File: config.mk
export PLATFORM = sky130hd
export DESIGN_NAME = matmul_seq_ctrl
export DESIGN_NICKNAME = d
export VERILOG_FILES = /design/src/rtl/matmul_pkg.sv /design/src/rtl/matmul_idx_counter.sv /design/src/rtl/matmul_seq_ctrl.sv
export SDC_FILE = /design/constraint.sdc
export NUM_CORES = 1
export LEC_CHECK = 0
export ABC_AREA = 1
export ABC_CLOCK_PERIOD_IN_PS = 1500
export BUFFER_PORTS_ARGS = -buffer_cell sky130_fd_sc_hd__buf_2
export CORE_UTILIZATION = 45
export CTS_CLUSTER_SIZE = 40
export DETAILED_ROUTE_END_ITERATION = 16
export PLACE_DENSITY = 0.72
export SYNTH_ARGS = -nofsm -noshare
export SYNTH_HDL_FRONTEND = slang
export SYNTH_HIERARCHICAL = 1
export SYNTH_SLANG_ARGS = --single-unit
export TNS_END_PERCENT = 10
File: constraint.sdc
create_clock -name clk -period 1.5 [get_ports clk]
set_clock_uncertainty 0.1 [all_clocks]
set_input_delay 0.15 -clock clk [delete_from_list [all_inputs] [get_ports clk]]
set_output_delay 0.15 -clock clk [all_outputs]
set_load 0.02 [all_outputs]
File: src/rtl/matmul_pkg.sv
// Shared definitions for the matrix-multiply sequencer: FSM state encoding,
// default geometry and the qualifying-step count for one full run.
package matmul_pkg;

  localparam int N_DEFAULT     = 4;
  localparam int IDX_W_DEFAULT = 2;

  typedef enum logic [2:0] {
    IDLE  = 3'd0,
    CLEAR = 3'd1,
    MAC   = 3'd2,
    WRITE = 3'd3,
    DONE  = 3'd4
  } state_e;

  // One CLEAR, N MACs and one WRITE per output element.
  function automatic int steps_per_run(input int n);
    return n * n * (n + 2);
  endfunction

  localparam int STEPS_PER_RUN = N_DEFAULT * N_DEFAULT * (N_DEFAULT + 2);

endpackage

File: src/rtl/matmul_idx_counter.sv
// Index counter that counts 0..N-1; wrap_o flags the last value so the next
// counter up the chain can advance. clr_i has priority over inc_i.
module matmul_idx_counter
  import matmul_pkg::*;
#(
  parameter int N     = N_DEFAULT,
  parameter int IDX_W = IDX_W_DEFAULT
) (
  input  logic             clk,
  input  logic             rst_n,
  input  logic             clr_i,
  input  logic             inc_i,
  output logic [IDX_W-1:0] cnt_o,
  output logic             wrap_o
);

  localparam logic [IDX_W-1:0] LAST = IDX_W'(N - 1);

  logic [IDX_W-1:0] cnt_q;
  logic [IDX_W-1:0] cnt_d;

  assign wrap_o = (cnt_q == LAST);
  assign cnt_o  = cnt_q;

  always_comb begin
    cnt_d = cnt_q;
    if (clr_i) begin
      cnt_d = '0;
    end else if (inc_i) begin
      cnt_d = wrap_o ? '0 : cnt_q + IDX_W'(1);
    end
  end

  always_ff @(posedge clk or negedge rst_n) begin
    if (!rst_n) begin
      cnt_q <= '0;
    end else begin
      cnt_q <= cnt_d;
    end
  end

endmodule

File: src/rtl/matmul_seq_ctrl.sv
// Index sequencer for C = A*B: walks i, j, k on step_en and issues accumulator
// clear, MAC-enable and write-back strobes. abort returns to IDLE from any state.
module matmul_seq_ctrl
  import matmul_pkg::*;
#(
  parameter int N     = N_DEFAULT,
  parameter int IDX_W = IDX_W_DEFAULT
) (
  input  logic             clk,
  input  logic             rst_n,
  input  logic             step_en,
  input  logic             start,
  input  logic             abort,
  output logic             busy,
  output logic             done,
  output logic [IDX_W-1:0] a_row,
  output logic [IDX_W-1:0] a_col,
  output logic [IDX_W-1:0] b_row,
  output logic [IDX_W-1:0] b_col,
  output logic             acc_clr,
  output logic             acc_en,
  output logic             wr_en,
  output logic [IDX_W-1:0] wr_row,
  output logic [IDX_W-1:0] wr_col
);

  state_e state_q;
  state_e state_d;

  logic [IDX_W-1:0] i_cnt, j_cnt, k_cnt;
  logic             i_wrap, j_wrap, k_wrap;
  logic             step_ok;
  logic             last_cell;
  logic             idx_clr;
  logic             k_clr, k_inc;
  logic             j_inc, i_inc;

  assign step_ok   = step_en & ~abort;
  assign last_cell = i_wrap & j_wrap;

  // All indices return to zero on abort, on leaving DONE and on launch.
  assign idx_clr = abort | (state_q == DONE) | ((state_q == IDLE) & start);

  // k holds at N-1 through WRITE and is rezeroed on the way out of CLEAR.
  assign k_clr = idx_clr | ((state_q == CLEAR) & step_ok);
  assign k_inc = (state_q == MAC) & step_ok & ~k_wrap;
  assign j_inc = (state_q == WRITE) & step_ok & ~last_cell;
  assign i_inc = j_inc & j_wrap;

  matmul_idx_counter #(.N(N), .IDX_W(IDX_W)) u_k_cnt (
    .clk    (clk),
    .rst_n  (rst_n),
    .clr_i  (k_clr),
    .inc_i  (k_inc),
    .cnt_o  (k_cnt),
    .wrap_o (k_wrap)
  );

  matmul_idx_counter #(.N(N), .IDX_W(IDX_W)) u_j_cnt (
    .clk    (clk),
    .rst_n  (rst_n),
    .clr_i  (idx_clr),
    .inc_i  (j_inc),
    .cnt_o  (j_cnt),
    .wrap_o (j_wrap)
  );

  matmul_idx_counter #(.N(N), .IDX_W(IDX_W)) u_i_cnt (
    .clk    (clk),
    .rst_n  (rst_n),
    .clr_i  (idx_clr),
    .inc_i  (i_inc),
    .cnt_o  (i_cnt),
    .wrap_o (i_wrap)
  );

  always_comb begin
    state_d = state_q;
    unique case (state_q)
      IDLE:    if (start)   state_d = CLEAR;
      CLEAR:   if (step_ok) state_d = MAC;
      MAC:     if (step_ok && k_wrap) state_d = WRITE;
      WRITE:   if (step_ok) state_d = last_cell ? DONE : CLEAR;
      DONE:    state_d = IDLE;
      default: state_d = IDLE;
    endcase
    if (abort) begin
      state_d = IDLE;
    end
  end

  always_ff @(posedge clk or negedge rst_n) begin
    if (!rst_n) begin
      state_q <= IDLE;
    end else begin
      state_q <= state_d;
    end
  end

  assign busy    = (state_q != IDLE);
  assign done    = (state_q == DONE);
  assign acc_clr = (state_q == CLEAR) & step_ok;
  assign acc_en  = (state_q == MAC) & step_ok;
  assign wr_en   = (state_q == WRITE) & step_ok;

  assign a_row  = i_cnt;
  assign wr_row = i_cnt;
  assign a_col  = k_cnt;
  assign b_row  = k_cnt;
  assign b_col  = j_cnt;
  assign wr_col = j_cnt;

endmodule
==> results.md <==
* Fill cell count at 144
* Worst-path fanout max at 6
* Commonest cells post-synth: nand2_1, inv_1, nand3_1
* MaxCap Viol Count at 0
* Post-synth EDFFs at 0
* Mapped Cells at 98
* Clk slew on worst S/H paths at 70 ps
* Clock root buffer: clkbuf_4
* Yosys warnings at 6
* Port-buffer cells at 21
* Largest delay share family, worst path: flip-flops
* Register Area at 229 um2
* CP Cell Sequence: inv_2 > nor2_4 > nand2_2 > nor2_2 > buf_6
* CTS Sinks at 9
* Worst Setup Start Kind: register
* Area delta synth->final at 29.5%
* Post-Syn Area at between 600 and 700 um2
* Routed wire length per instance at 10.4 um
* Minimum clock period at 1460 ps
* Slew @ Worst Pin at between 200 and 250 ps
* Crit Path Class: register to output pin
* Post-synthesis sequential element count at 9
* Area share of the largest cell type after synthesis at 0.331
* Detailed Routing Iterations Pass 1 at 4
* Syn avg cell area at 6.93 um2
* Asr flop ratio synth at 1.00
* Depth of the CTS H-tree at 1
* Worst Setup End Kind: output pin
* Die ar. at 1670 um2
* Largest net degree at the start of global routing at 10
* Via count at 673
* Vias per std cell at 4.88
* Multi-input combinational cell area at between 300 and 400 um2
* Crit-path slowest cell: dfrtp_2
* # setup viols final at 0
* DP Wirelength at 1.15 mm
* I/O Pins at 22
* P_leak at between 0.0005 and 0.0006 uW
* CP bufs+invs at 2
* Routed wire length at 1.43 mm
* HP Class: input pin to async pin
* F_max at 683 MHz
* Status: finished clean
* Unrepaired setup endpoints after global routing: true
* Die Ht at 40.9 um
* Ys flop type: dfrtp_1
* First-pass GRT wire length at 2.13 mm
* Nets at approximately 130
* CP required at 1250 ps
* Clock Path Buffers at 2
* Max-slew violations at 0
* Total track usage at 0.202
* Max_slew headroom at 0.852
* Peak supply drop at 0.497 mV
* Share of layout cells above drive strength 1 at 0.398
* CTS Buf Count at 3
* TritonCTS clock tree: yes
* Sequential share of the synthesized area at 0.331
* Count of different cell masters after synthesis at 17
* Pwr Density at 1030 nW/um2
* Leading area contributor after synthesis: dfrtp_1
* Number of global-route vias before repair at 532
* Hold Vio Cnt, Final at 0
* Final worst setup slack at 36.0 ps
* Row count at 13
* Syn_nets at 106
* GRT Residual Overflow at 0
* Arrival @ worst endpoint at 1210 ps
* Skew-Pair Late Insertion Delay at roughly 270 ps
* Initial DRC count at 16
* Count leader, synth: nand2_1
* Starting Density at 0.503
* Max incr delay on CP at 430 ps
* Ranking of synthesized cells by area: dfrtp_1, nand2_1, nand3_1
* Routability cong. at approximately 0.8
* DRC at 0
* Tcrit/Tclk final at 0.976
* Core area at 1350 um2
* Pre-CTS WS at 28.5 ps
* Die width at 40.9 um
* Tot Pwr at between 900 and 1000 uW
* Antenna Cells at 0
* Initial antenna violation count at 0
* DRT antenna net count at 0
## metrics by stage
stage          area [um2]  cells  utilization  hold slack (ps)  setup TNS (ps)
2_1_floorplan         684     98            -             -246               0
3_3_place_gp          793    132        0.588            -86.0               0
3_5_place_dp          793    132        0.588            -87.1               0
4_1_cts               832    137        0.616              159               0
5_1_grt               880    138        0.652              191            -137
6_report              880    138        0.652              159               0
## layout by cell type, fill, tap and decap left out
| cell | count |
|---|---|
| nand2_1 | 26 |
| buf_2 | 18 |
| dfrtp_1 | 6 |
| dlygate4sd3_1 | 1 |
| nor2_1 | 6 |
| clkbuf_1 | 1 |
| nand3_1 | 13 |
| o21bai_2 | 1 |
| clkbuf_4 | 3 |
| nor2_2 | 6 |
| o21ai_0 | 1 |
| nand2_2 | 2 |
| o21ai_1 | 1 |
| dfrtp_2 | 3 |
| nor3_4 | 1 |
| and3_1 | 1 |
| inv_1 | 12 |
| nor2_4 | 3 |
| nor3_2 | 1 |
| nand4_1 | 2 |
| ha_1 | 3 |
| inv_2 | 2 |
| buf_4 | 7 |
| buf_6 | 2 |
| nor3_1 | 1 |
## final timing paths
path | from | endpoint | slack, ps | cells past startpoint
max in group asynchronous | rst_n | state_q[0] | 940 | 2
max | state_q[1] | acc_en | 40 | 5
max reg2reg | state_q[2] | u_j_cnt/cnt_o[0] | 100 | 6
min in group clk | abort | state_q[1] | 180 | 4
min | rst_n | state_q[1] | 160 | 2
min reg2reg | u_i_cnt/cnt_o[1] | u_i_cnt/cnt_o[1] | 420 | 2
## power by group
part / leakage, uW / internal [uW] / switching, uW
Sequential: 0.000119 / 271 / 49.1
Clock: 0.0000150 / 103 / 86.9
Combinational: 0.000407 / 163 / 236
Total: 0.000540 / 537 / 372
## cell type report
cell class / count / share of cell area
Clock buffer: 4 / 0.0299
Inverter: 14 / 0.0597
Multi-Input combinational cell: 68 / 0.430
Sequential cell: 9 / 0.260
Tap cell: 15 / 0.0213
Timing Repair Buffer: 28 / 0.199
## routing by layer
metal  vias to the layer above  part of all wire  global-route usage
met2                        16              0.48               0.316
met1                       305              0.45               0.244
met4                         0            0.0042              0.0500
met5                         -                 0                   0
met3                         2             0.063              0.0978
li1                        350                 -                   -
## repair_timing
item | 4_1_cts | 5_1_grt
resized for setup | 2 | 13
hold endpoints to repair | 9 | 0
endpoints found under the setup margin | 4 | 11
buffers inserted | 0 | 1
hold buffers | 1 | 0
pin swaps | 0 | 3
## cells by family (layout without fill, tap and decap cells)
kind of cell             after synthesis  in the layout  share of synthesized area
adder cells (fa/ha/maj)                3              3                     0.0553
buffers and inverters                 21             46                      0.155
AO/OA/AOI/OAI                          3              3                     0.0313
flip-flops                             9              9                      0.331
AND/OR/NAND/NOR                       62             62                      0.427
## state kept, by name (all words and copies together), names as in the netlist
name / flops
u_k_cnt/cnt_o: 2
u_i_cnt/cnt_o: 2
u_j_cnt/cnt_o: 2
state_q: 3
Power figures use the tool's default switching activity.
